<file path="config.mk">
export PLATFORM = sky130hd
export DESIGN_NAME = controller_reader_flat
export DESIGN_NICKNAME = d
export VERILOG_FILES = /design/src/rtl/controller_pkg.sv /design/src/rtl/controller_reader_if.sv /design/src/rtl/controller_reader_sync_2ff.sv /design/src/rtl/controller_reader.sv /design/src/flat_wrapper.sv
export SDC_FILE = /design/constraint.sdc
export NUM_CORES = 1
export LEC_CHECK = 0
export BUFFER_PORTS_ARGS = -buffer_cell sky130_fd_sc_hd__buf_2
export CAP_MARGIN = 20
export CORE_AREA = 2 2 64 66
export DETAILED_ROUTE_END_ITERATION = 10
export DIE_AREA = 0 0 66 68
export MAX_ROUTING_LAYER = met4
export PLACE_DENSITY = 0.84
export SYNTH_ARGS = -nofsm -noshare
export SYNTH_HDL_FRONTEND = slang
export SYNTH_SLANG_ARGS = --single-unit
export TNS_END_PERCENT = 100
</file>
<file path="constraint.sdc">
create_clock -name clk -period 2.15 [get_ports clk]
set_input_delay 0.43 -clock clk [delete_from_list [all_inputs] [get_ports clk]]
set_output_delay 0.43 -clock clk [all_outputs]
set_load 0.1 [all_outputs]
</file>
<file path="src/rtl/controller_pkg.sv">
// controller_pkg: shared state encoding and button bit positions for the pad reader.
package controller_pkg;
    typedef enum logic [2:0] {IDLE, LATCH, LOW, HIGH, DONE} state_t;
    localparam int BTN_A      = 7;
    localparam int BTN_B      = 6;
    localparam int BTN_SELECT = 5;
    localparam int BTN_START  = 4;
    localparam int BTN_UP     = 3;
    localparam int BTN_DOWN   = 2;
    localparam int BTN_LEFT   = 1;
    localparam int BTN_RIGHT  = 0;
endpackage

</file>
<file path="src/rtl/controller_reader_if.sv">
// controller_reader_if: poll request, pad lines and button results of the pad reader.
interface controller_reader_if;
    logic       start;
    logic       data_1_B;
    logic       data_2_B;
    logic       pad_latch;
    logic       pad_clk;
    logic       busy;
    logic [7:0] buttons_1;
    logic [7:0] buttons_2;
    logic       valid;
    modport master (
        input  start, data_1_B, data_2_B,
        output pad_latch, pad_clk, busy, buttons_1, buttons_2, valid
    );
    modport slave (
        output start, data_1_B, data_2_B,
        input  pad_latch, pad_clk, busy, buttons_1, buttons_2, valid
    );
endinterface

</file>
<file path="src/rtl/controller_reader_sync_2ff.sv">
// sync_2ff: two-flop synchroniser with a selectable reset value.
module sync_2ff #(
    parameter logic RST_VAL = 1'b1
) (
    input  logic clk,
    input  logic rst,
    input  logic d,
    output logic q
);
    logic meta;
    always_ff @(posedge clk or posedge rst) begin
        if (rst) {q, meta} <= {2{RST_VAL}};
        else     {q, meta} <= {meta, d};
    end
endmodule

</file>
<file path="src/rtl/controller_reader.sv">
// controller_reader: polls two serial game pads and publishes active-high button bytes.
module controller_reader
    import controller_pkg::*;
#(
    parameter int LATCH_CYCLES = 12,
    parameter int CLK_HALF     = 6
) (
    input  logic clk,
    input  logic rst,
    controller_reader_if.master bus
);
    localparam int CMAX = (LATCH_CYCLES > CLK_HALF) ? LATCH_CYCLES : CLK_HALF;
    localparam int CW = $clog2(CMAX + 1);
    localparam logic [CW-1:0] L_LAST = CW'(LATCH_CYCLES - 1);
    localparam logic [CW-1:0] H_LAST = CW'(CLK_HALF - 1);

    if (CLK_HALF < 3) begin : g_bad_half
        $error("CLK_HALF must be at least 3");
    end

    state_t        state;
    logic [CW-1:0] cnt;
    logic [2:0]    idx;
    logic [7:0]    sr_1, sr_2;
    logic          d_1, d_2;

    // idle line is high, so a freshly reset synchroniser reads as "not pressed"
    sync_2ff #(.RST_VAL(1'b1)) u_sync_1 (.clk(clk), .rst(rst), .d(bus.data_1_B), .q(d_1));
    sync_2ff #(.RST_VAL(1'b1)) u_sync_2 (.clk(clk), .rst(rst), .d(bus.data_2_B), .q(d_2));

    always_ff @(posedge clk or posedge rst) begin
        if (rst) begin
            state         <= IDLE;
            cnt           <= '0;
            idx           <= '0;
            sr_1          <= '0;
            sr_2          <= '0;
            bus.pad_latch <= 1'b0;
            bus.pad_clk   <= 1'b0;
            bus.busy      <= 1'b0;
            bus.valid     <= 1'b0;
            bus.buttons_1 <= '0;
            bus.buttons_2 <= '0;
        end else begin
            bus.valid <= 1'b0;
            case (state)
                IDLE: if (bus.start) begin
                    state         <= LATCH;
                    cnt           <= '0;
                    bus.pad_latch <= 1'b1;
                    bus.busy      <= 1'b1;
                end
                LATCH: if (cnt == L_LAST) begin
                    state         <= LOW;
                    cnt           <= '0;
                    idx           <= '0;
                    bus.pad_latch <= 1'b0;
                end else cnt <= cnt + 1'b1;
                // sample on the last low cycle, just before the pad shifts on the rising edge
                LOW: if (cnt == H_LAST) begin
                    state       <= HIGH;
                    cnt         <= '0;
                    bus.pad_clk <= 1'b1;
                    sr_1        <= {sr_1[6:0], ~d_1};
                    sr_2        <= {sr_2[6:0], ~d_2};
                end else cnt <= cnt + 1'b1;
                HIGH: if (cnt == H_LAST) begin
                    cnt         <= '0;
                    bus.pad_clk <= 1'b0;
                    if (idx == 3'd7) begin
                        state         <= DONE;
                        bus.valid     <= 1'b1;
                        bus.buttons_1 <= sr_1;
                        bus.buttons_2 <= sr_2;
                    end else begin
                        state <= LOW;
                        idx   <= idx + 3'd1;
                    end
                end else cnt <= cnt + 1'b1;
                DONE: begin
                    state    <= IDLE;
                    bus.busy <= 1'b0;
                end
                default: state <= IDLE;
            endcase
        end
    end
endmodule

</file>
<file path="src/flat_wrapper.sv">
// flat-port wrapper written by rule: the top's interface ports become plain ports
module controller_reader_flat import controller_pkg::*;
#(
    parameter int LATCH_CYCLES = 12,
    parameter int CLK_HALF     = 6
)
  (clk, rst, bus_start, bus_data_1_B, bus_data_2_B, bus_pad_latch, bus_pad_clk, bus_busy, bus_buttons_1, bus_buttons_2, bus_valid);
  controller_reader_if bus_i ();
  input  logic clk;
  input  logic rst;
  input wire logic [$bits(bus_i.start)-1:0] bus_start;
  input wire logic [$bits(bus_i.data_1_B)-1:0] bus_data_1_B;
  input wire logic [$bits(bus_i.data_2_B)-1:0] bus_data_2_B;
  output wire logic [$bits(bus_i.pad_latch)-1:0] bus_pad_latch;
  output wire logic [$bits(bus_i.pad_clk)-1:0] bus_pad_clk;
  output wire logic [$bits(bus_i.busy)-1:0] bus_busy;
  output wire logic [$bits(bus_i.buttons_1)-1:0] bus_buttons_1;
  output wire logic [$bits(bus_i.buttons_2)-1:0] bus_buttons_2;
  output wire logic [$bits(bus_i.valid)-1:0] bus_valid;
  assign bus_i.start = bus_start;
  assign bus_i.data_1_B = bus_data_1_B;
  assign bus_i.data_2_B = bus_data_2_B;
  assign bus_pad_latch = bus_i.pad_latch;
  assign bus_pad_clk = bus_i.pad_clk;
  assign bus_busy = bus_i.busy;
  assign bus_buttons_1 = bus_i.buttons_1;
  assign bus_buttons_2 = bus_i.buttons_2;
  assign bus_valid = bus_i.valid;
  controller_reader #(.LATCH_CYCLES(LATCH_CYCLES), .CLK_HALF(CLK_HALF)) u_core (.clk(clk), .rst(rst), .bus(bus_i));
endmodule
</file>
## After elaboration in Yosys (flattened, before gate mapping)

Cells that the tools add are included.

- Output and inout port bits: 20
- Register bits: 50
- Word-level logic and storage cells: 70

- Add/sub/neg operators: 2
- Bitwise logic cells: 2
- Reduce and logical (&&, ||, !) cells: 15
- Mux-type cells: 24
- Equality and inequality tests: 12

Operators by type and width:

| kind | number |
|---|---|
| 2-to-1 mux 3 bit | 8 |
| 2-to-1 mux 4 bit | 3 |
| case mux 3 bit (4 select lines) | 1 |
| case mux 4 bit (3 select lines) | 1 |
| AND reduction 3 bit | 3 |
| AND reduction 4 bit | 2 |
| nonzero test 2 bit | 4 |
| 2-to-1 mux 1 bit | 7 |
| == test 3 x 2 -> 1 bit (second input constant) | 2 |
| == test 3 bit (second input constant) | 2 |
| inequality test 2 x 1 -> 1 bit (second input constant) | 3 |
| case mux 1 bit (2 select lines) | 3 |
| case mux 3 bit (2 select lines) | 1 |
| AND reduction 2 bit | 3 |
| adder 4 x 1 -> 4 bit (second input constant) | 1 |
| == test 4 x 3 -> 1 bit (second input constant) | 1 |
| == test 4 bit (second input constant) | 1 |
| inequality test 2 bit (second input constant) | 2 |
| adder 3 x 1 -> 3 bit (second input constant) | 1 |
| == test 3 x 1 -> 1 bit (second input constant) | 1 |
| logical NOT 3 bit | 1 |
| nonzero test 3 bit | 1 |
| inverter 1 bit | 2 |
| OR reduction 2 bit | 1 |

## Depth between registers and ports, before layout

Gate-level depths: netlist of run 1.

- Word-level depth: 4
- Gate-level depth with buffers: 8
- Depth with buffers taken out: 6

## Cells and area by module

From an unflattened synthesis of run 1, not the netlist that was laid out.

- Cells, all modules: 150
- Area, all modules: 2138.3 um^2

By module, submodules not included:

| module | area each (um^2) | cells an instance | instances |
|---|---|---|---|
| controller_reader | 2025.7 | 144 | 1 |
| sync_2ff | 56.3 | 3 | 2 |

## Worst setup path after synthesis of run 1

OpenSTA, ideal clock, no wires.

- Path kind: register to register
- Start point: reg u_core.cnt[1]
- End point: reg u_core.bus.buttons_1[0]
- Stages on the path, launching flop included: 8
- Period minus slack after synthesis: 1.897 ns
- Required time: 2.024 ns
- Data arrival time: 1.771 ns
- Buffers on the path: 1
- Setup time: 0.126 ns
- Setup slack: 0.253 ns
- Cell sequence: dfrtp_1 inv_1 ha_1 nand3b_4 or3b_4 nor2_8 buf_12 mux2_4

- Word-level cells in the longest chain between the ends: 2

RTL lines:

| item | RTL line | text |
|---|---|---|
| start: declaration | controller_reader.sv:22 | `logic [CW-1:0] cnt;` |
| start signal: assignment | controller_reader.sv:58 | `end else cnt <= cnt + 1'b1;` |
| start signal: assignment | controller_reader.sv:66 | `end else cnt <= cnt + 1'b1;` |
| start signal: assignment | controller_reader.sv:79 | `end else cnt <= cnt + 1'b1;` |
| == test 4 x 3 -> 1 bit | controller_reader.sv:67 | `HIGH: if (cnt == H_LAST) begin` |
| AND reduction 3 bit (no line) | - |  |
| end signal: assignment | controller_reader.sv:73 | `bus.buttons_1 <= sr_1;` |
| end: declaration | controller_reader_if.sv:14 | `output pad_latch, pad_clk, busy, buttons_1, buttons_2, valid` |

No other way between the ends.
A chain may end at the register's enable or synchronous reset.

## Worst setup path after layout of run 1

- Start point: reg u_core.cnt[1]
- End point: reg u_core.bus.buttons_2[0]

- Word-level cells in the longest chain between the ends: 2

RTL lines:

| item | RTL line | text |
|---|---|---|
| == test 4 x 3 -> 1 bit | controller_reader.sv:67 |  |
| AND reduction 3 bit (no line) | - |  |
| end signal: assignment | controller_reader.sv:74 | `bus.buttons_2 <= sr_2;` |
| end: declaration | controller_reader_if.sv:14 |  |

No other way between the ends.

==> results of run 1 <==
==> cell usage after synthesis (2+ instances only) <==
| cell | number | area [um2] |
|---|---|---|
| sky130_fd_sc_hd__and3_1 | 2 | 12.51 |
| sky130_fd_sc_hd__mux2_4 | 9 | 135.1 |
| sky130_fd_sc_hd__ha_1 | 4 | 50.05 |
| sky130_fd_sc_hd__a21oi_1 | 7 | 35.03 |
| sky130_fd_sc_hd__inv_1 | 2 | 7.510 |
| sky130_fd_sc_hd__o21ai_0 | 5 | 25.02 |
| sky130_fd_sc_hd__dfrtp_1 | 46 | 1151 |
| sky130_fd_sc_hd__nor2b_1 | 2 | 12.51 |
| sky130_fd_sc_hd__buf_4 | 2 | 15.01 |
| sky130_fd_sc_hd__dfstp_2 | 4 | 105.1 |
| sky130_fd_sc_hd__nand2_1 | 4 | 15.01 |
| sky130_fd_sc_hd__nor2_1 | 7 | 26.28 |
| sky130_fd_sc_hd__nand3_1 | 3 | 15.01 |
| sky130_fd_sc_hd__mux2_2 | 23 | 259.0 |
| sky130_fd_sc_hd__a32o_1 | 2 | 20.02 |
==> state kept, by name, indices dropped and copies added, names as in the netlist <==
signal / cells
u_core.bus.buttons_2: 8
u_core.bus.busy: 1
u_core.bus.buttons_1: 8
u_core.idx: 3
u_core.u_sync_1.meta: 1
u_core.sr_1: 8
u_core.bus.valid: 1
u_core.bus.pad_latch: 1
u_core.cnt: 4
u_core.sr_2: 8
u_core.u_sync_2.meta: 1
u_core.u_sync_2.q: 1
u_core.u_sync_1.q: 1
u_core.bus.pad_clk: 1
u_core.state: 3
==> critical path, cell delays in order, from the launching register on <==
cell	delay (ns)
sky130_fd_sc_hd__dfrtp_1	0.43
sky130_fd_sc_hd__inv_1	0.10
sky130_fd_sc_hd__ha_1	0.19
sky130_fd_sc_hd__nand3b_4	0.11
sky130_fd_sc_hd__or3b_4	0.43
sky130_fd_sc_hd__nor2_8	0.17
sky130_fd_sc_hd__buf_12	0.17
sky130_fd_sc_hd__mux2_4	0.30
==> metal layers <==
layer	up-vias	part of all wire, %	global-route usage (%)
li1	567	-	-
met1	603	42	22.11
met2	33	52	29.55
met3	8	4.1	4.934
met4	0	1.8	7.398
met5	-	0	-
==> cell families after synthesis <==
family | Yosys count | synth area share [%]
flops | 50 | 61.14
mux | 32 | 19.18
simple gates | 26 | 8.222
compound gates | 21 | 6.517
buf+inv | 7 | 2.497
fa+ha+maj | 4 | 2.436
==> area by class of cell <==
| cell class | instances | share of cell area [%] |
|---|---|---|
| Clock inverter | 1 | 0.2112 |
| Timing Repair Buffer | 33 | 8.448 |
| Sequential cell | 50 | 53.01 |
| Inverter | 2 | 0.3168 |
| Tap cell | 50 | 2.640 |
| Clock buffer | 7 | 3.643 |
| Multi-Input combinational cell | 83 | 31.73 |
==> report_power, final <==
part | total, mW | switching [mW] | internal (mW)
clock network | 0.548 | 0.288 | 0.260
logic | 0.0320 | 0.0215 | 0.0105
registers | 0.961 | 0.00704 | 0.954
==> worst max path at each step <==
stage                       start  cells after the start                      end
floorplan           u_core.cnt[1]                      7  u_core.bus.buttons_1[0]
global placement    u_core.cnt[1]                      6  u_core.bus.buttons_2[2]
detailed placement  u_core.cnt[1]                      6  u_core.bus.buttons_2[3]
CTS                 u_core.cnt[1]                      6  u_core.bus.buttons_2[3]
global route        u_core.cnt[1]                      7  u_core.bus.buttons_2[0]
finish              u_core.cnt[1]                      7  u_core.bus.buttons_2[0]
==> impl_results.md, run 1 <==
- Cells on worst reg2reg path: 7
- Filler instances: 310
- Status: finished, final reports clean
- Hold-fix buffers at CTS: 0
- Crit path max fanout: 10
- Initial drt markers: 70
- Most used flip-flop cell after synthesis: sky130_fd_sc_hd__dfrtp_1
- Area of the mapped netlist: ~2000 um2
- Register area share after synthesis: 61.14%
- Synthesized flop and latch total: 50
- Clk sink count: 50
- Number of max-cap violations: 0
- Async set or reset register ratio after synthesis: 100.0%
- Final hold viol count: 0
- Worst IR Drop VDD: 0.4490 mV
- Residual DRC count: 0
- Total negative slack: 0 ns
- Required time of the critical path: 2.33 ns
- Clock-pin slew on the worst setup and hold paths: 0.09 ns
- Setup violations, final: 0
- Arrival time reported for the critical path endpoint: 2.20 ns
- Final cell utilization of the core: 61.45%
- Vias in the first global route: 1,249
- Share of layout cells above drive strength 1: 46.59%
- Final Total Pwr: 1.541 mW
- Clock tree skew after final layout: 0.005672 ns
- Worst setup SP type: flip-flop
- Worst R2R Setup Slack: between 0.1 and 0.15 ns
- Most frequent cells in the layout: sky130_fd_sc_hd__dfrtp_1 (46), sky130_fd_sc_hd__buf_2 (24), sky130_fd_sc_hd__mux2_2 (23), sky130_fd_sc_hd__mux2_4 (9), sky130_fd_sc_hd__buf_4 (8)
- Max transition margin: between 60% and 70%
- H-tree Lvls: 2
- Post-route cell area: between 2000 and 2500 um2
- Period utilization: 94.09%
- Fin. max-slew vios: 0
- Syn_nets: 149
- Commonest non-fill, non-tap cell in the layout: sky130_fd_sc_hd__dfrtp_1
- Chip width: 66 um
- Overall Global Routing Usage: 18.29%
- CTS Buf Count: 5
- Clock network latency to the later pin of the worst-skew pair: 0.29 ns
- P&R area growth vs syn: 15.35%
- Drt wl/cell: 15.61 um
- Final instance count without filler cells: 226
- Row count: 23
- Floorplan die area: 4488 um2
- Unrepaired setup endpoints after global routing: no
- Clock root buffer: sky130_fd_sc_hd__clkbuf_8
- Number of distinct standard cells referenced by the synthesized netlist: 33
- Cell leakage power: 1.272 nW
- Initial core utilization: between 50 and 60%
- Placeable core region: 3856 um2
- DP HPWL: between 2 and 2.5 mm
- Maximum clock insertion buffer count: 2
- Pre-CTS WS: 0.05968 ns
- Hold Path Class: input port to asynchronous set/reset pin
- Total of buffers placed on input and output ports: 24
- Initial antenna violation count: 0
- Placer congestion estimate: between 0.8 and 0.9
- Post-synth EDFFs: 0
- Final critical delay including setup and external delays: 2.023 ns
- Worst setup slack after layout: 0.1271 ns
- Footprint of the multi-input gates: about 750 um2
- Max Fclk: 0.4944 GHz
- I/O Pins: 25
- Area taken by flip-flops and latches: about 1300 um2
- Grt total ovfl: 0
- CTS tree: built
- Count of mapped cells out of synthesis: 140
- Worst reg2reg startpoint: u_core.cnt[1]
- ANT cells: 0
- Total placed instance area: approximately 2200 um2
- R2R Path End: u_core.bus.buttons_2[0]
- Wire length of the first global-routing pass: 5.858 mm
- Post-CTS setup repair buffer count: 0
- Routed via count divided by cell count: around 5.4
- Synth warnings: 0
- Type of the setup path with the least slack: flip-flop to flip-flop
- Final Net Count: ~180
- Detailed Routing Iterations Pass 1: 4
- Maximum number of pins on one net before global-route repair: 29
- Remaining antenna violation count: 0
- Worst Hold Slack: 0.1674 ns
- Total placed cells including tap cells: 212
- Post-synthesis area per instance: 14.67 um2
- Slew at the pin with the worst max-slew slack: 0.5411 ns
- Die height: 68 um
- Nature of the critical path endpoint: flip-flop
- Via count: between 1k and 1.5k
- Number of gates resized after CTS: 0
- Power per Cell Area: 650.3 nW/um2
- Wire length after detailed routing: about 3.5 mm
(Power assumes the default switching activity.)
==> inputs of run 2 (changes only) <==
--- a/config.mk
+++ b/config.mk
@@ -5,13 +5,13 @@
 export SDC_FILE = /design/constraint.sdc
 export NUM_CORES = 1
 export LEC_CHECK = 0
-export BUFFER_PORTS_ARGS = -buffer_cell sky130_fd_sc_hd__buf_2
 export CAP_MARGIN = 20
-export CORE_AREA = 2 2 64 66
+export CORE_AREA = 2 2 68 70
 export DETAILED_ROUTE_END_ITERATION = 10
-export DIE_AREA = 0 0 66 68
+export DIE_AREA = 0 0 70 72
+export DONT_BUFFER_PORTS = 1
 export MAX_ROUTING_LAYER = met4
-export PLACE_DENSITY = 0.84
+export PLACE_DENSITY = 0.61
 export SYNTH_ARGS = -nofsm -noshare
 export SYNTH_HDL_FRONTEND = slang
 export SYNTH_SLANG_ARGS = --single-unit
==> run 2 against run 1 <==
Against the previous run:
- global-route usage is 4.0 points lower
- clock-buffer cell count is 1 lower
- utilization is 7.7 points lower
- combinational power is 7.8% lower
- maximum frequency is 2.3% higher
- sequential share of layout area is 1.8 points higher
- cell count is 8.0% lower
==> impl_results.md, run 2 (synthesis gave the netlist of run 1 again) <==
- Status: finished, final reports clean
- Final critical delay including setup and external delays: 1.978 ns (-0.04469 ns)
- Switching component of the power: 0.3207 mW (+1.3%)
- Placeable core region: 4264 um2 (+11%)
- Total negative slack: 0 ns (unchanged)
- Hold-critical path depth: 0
- Wire length after detailed routing: 3.203 mm (-9.2%)
- Row count: 24 (+4.3%)
- Startpoint of the most critical hold path: bus_data_2_B
- Chip width: 70 um (+6.1%)
- Hold Path Class: input port to flip-flop
- Detailed Routing Iterations Pass 1: 4 (unchanged)
- Clk sink count: 50 (unchanged)
- Type of the setup path with the least slack: flip-flop to flip-flop
- Endpoint of the worst hold path: u_core.u_sync_2.meta
- Switching Share: 19.66% (-0.89 points)
- Overall Global Routing Usage: 14.34% (-4.0 points)
- Clock-pin slew on the worst setup and hold paths: 0.09 ns (about the same)
- Remaining antenna violation count: 0 (unchanged)
- Residual DRC count: 0 (unchanged)
- Placer congestion estimate: 0.8525 (+5.7%)
- Slew at the pin with the worst max-slew slack: 0.9224 ns (+0.3813 ns)
- Via count: 1,150 (-5.0%)
- Required time of the critical path: 2.33 ns (about the same)
- Total of buffers placed on input and output ports: 0 (-100%)
- Sequential Power Share: 58.9% (-3.5 points)
- Critical path buffers and inverters: 2 (unchanged)
- Final Net Count: 164 (-11%)
- Setup violations, final: 0 (unchanged)
- Unrepaired setup endpoints after global routing: no
- Max Fclk: 0.5055 GHz (+2.3%)
- Category of cells accounting for the largest share of critical-path delay: simple AND/OR/NAND/NOR gates
- Worst reg2reg startpoint: u_core.cnt[1]
- Crit-path max cell delay: 0.43 ns (about the same)
- Nature of the critical path endpoint: flip-flop
- Most frequent cells in the layout: sky130_fd_sc_hd__dfrtp_1 (46), sky130_fd_sc_hd__mux2_2 (23), sky130_fd_sc_hd__buf_4 (12), sky130_fd_sc_hd__mux2_4 (9)
- ANT cells: 0 (unchanged)
- Grt total ovfl: 0 (unchanged)
- Worst IR Drop VDD: 0.5392 mV (+20%)
- Cell leakage power: 1.166 nW (-8.4%)
- Final cell utilization of the core: 53.73% (-7.7 points)
- Power per Cell Area: 711.9 nW/um2 (+9.5%)
- Fin. max-slew vios: 0 (unchanged)
- Period utilization: 92.01% (-2.1 points)
- H-tree Lvls: 2 (unchanged)
- Cells on worst reg2reg path: 7 (unchanged)
- Clock share of power: 39.3% (+3.7 points)
- Maximum number of pins on one net before global-route repair: 20 (-31%)
- Initial antenna violation count: 0 (unchanged)
- Worst Hold Slack: 0.1311 ns (-0.03630 ns)
- Clock network latency to the later pin of the worst-skew pair: 0.30 ns (about the same)
- CTS tree: built
- Share of layout cells above drive strength 1: 39.10% (-7.5 points)
- Commonest non-fill, non-tap cell in the layout: sky130_fd_sc_hd__dfrtp_1
- Number of max-cap violations: 0 (unchanged)
- Routed via count divided by cell count: 5.529 (+3.2%)
- Clock tree skew after final layout: 0.01128 ns (+0.005608 ns)
- I/O Pins: 25 (unchanged)
- Floorplan die area: 5040 um2 (+12%)
- Final hold viol count: 0 (unchanged)
- Clock root buffer: sky130_fd_sc_hd__clkbuf_8
- Maximum clock insertion buffer count: 2 (unchanged)
- P&R area growth vs syn: 11.51%
- Combinational Power Share: 1.8% (-0.3 points)
- Vias in the first global route: 1,158 (-7.3%)
- Pint: 1.310 mW (+7.0%)
- Critical Path, Cell by Cell: inv_1, ha_1, nand3b_4, or3b_4, nor2_8, buf_4, mux2_4
- Initial core utilization: 48.18% (-5.1 points)
- CTS Buf Count: 5 (unchanged)
- Slowest CP cell: sky130_fd_sc_hd__or3b_4
- Arrival time reported for the critical path endpoint: 2.15 ns (-0.05 ns)
- Worst setup SP type: flip-flop
- Max transition margin: 38.51% (-25 points)
- Initial drt markers: 79 (+13%)
- Drt wl/cell: 15.40 um (-1.4%)
- R2R Path End: u_core.bus.buttons_2[1]
- Worst R2R Setup Slack: 0.17 ns (+0.04 ns)
- Crit path max fanout: 6 (-4)
- Die height: 72 um (+5.9%)
- DP HPWL: 2.197 mm (-11%)
- Wire length of the first global-routing pass: 5.513 mm (-5.9%)
-- run 2: power groups by stage --
stage               Sequential (mW)  Clock, mW  Combinational, mW
floorplan                     0.977          0             0.0207
global placement              0.979          0             0.0278
detailed placement            0.979          0             0.0294
CTS                           0.961      0.661             0.0311
global route                  0.963      0.702             0.0350
finish                        0.961      0.641             0.0295
-- run 2: worst max-delay path by stage --
stage,start,endpoint,slack [ns],cells after the start
after CTS,u_core.cnt[1],u_core.bus.buttons_2[3],0.05,6
final,u_core.cnt[1],u_core.bus.buttons_2[1],0.17,7
after detailed placement,u_core.cnt[1],u_core.bus.buttons_2[3],0.07,6
after global placement,u_core.cnt[1],u_core.bus.buttons_2[7],0.13,6
after global routing,u_core.cnt[1],u_core.bus.buttons_2[1],0.09,7
after floorplan,u_core.cnt[1],u_core.bus.buttons_1[0],0.25,7
-- run 2: final cells by class --
cell class                 instances  area (um2)
clock inverter                     2       37.54
tap                               52       65.06
timing repair buffer              13       100.1
inverter                           2       7.507
multi-input combinational         83       752.0
sequential                        50        1256
clock buffer                       6       72.57
fill                             365        1973
-- run 2: per-layer routing --
| metal | GRT usage, % | part of all wire (%) | vias up |
|---|---|---|---|
| met5 | - | 0 | - |
| met4 | 6.410 | 1.5 | 0 |
| met3 | 3.472 | 4.7 | 6 |
| met2 | 22.96 | 50 | 28 |
| met1 | 17.49 | 44 | 588 |
| li1 | - | - | 528 |
-- run 2: stage by stage --
step	std cells	power [mW]	area (um2)	setup WS (ns)
floorplan	140	0.9976	2054	0.2530
global placement	195	1.006	2141	0.1344
detailed placement	195	1.009	2141	0.06556
CTS	204	1.653	2261	0.04802
global route	208	1.700	2291	0.08962
finish	208	1.631	2291	0.1718
-- run 2: timing repair --
| item | in CTS | in global routing |
|---|---|---|
| hold buffers | 1 | 0 |
| hold endpoints to repair | 14 | 0 |
| endpoints found under the setup margin | 0 | 8 |
| buffers inserted | 0 | 4 |
| gates resized for setup | 0 | 0 |
-- run 2: worst reg2reg max path: stages, from the launching register on --
cell and delay [ns]:
sky130_fd_sc_hd__dfrtp_1 0.42, sky130_fd_sc_hd__inv_1 0.09, sky130_fd_sc_hd__ha_1 0.19, sky130_fd_sc_hd__nand3b_4 0.12, sky130_fd_sc_hd__or3b_4 0.43, sky130_fd_sc_hd__nor2_8 0.12
sky130_fd_sc_hd__buf_4 0.18, sky130_fd_sc_hd__mux2_4 0.31
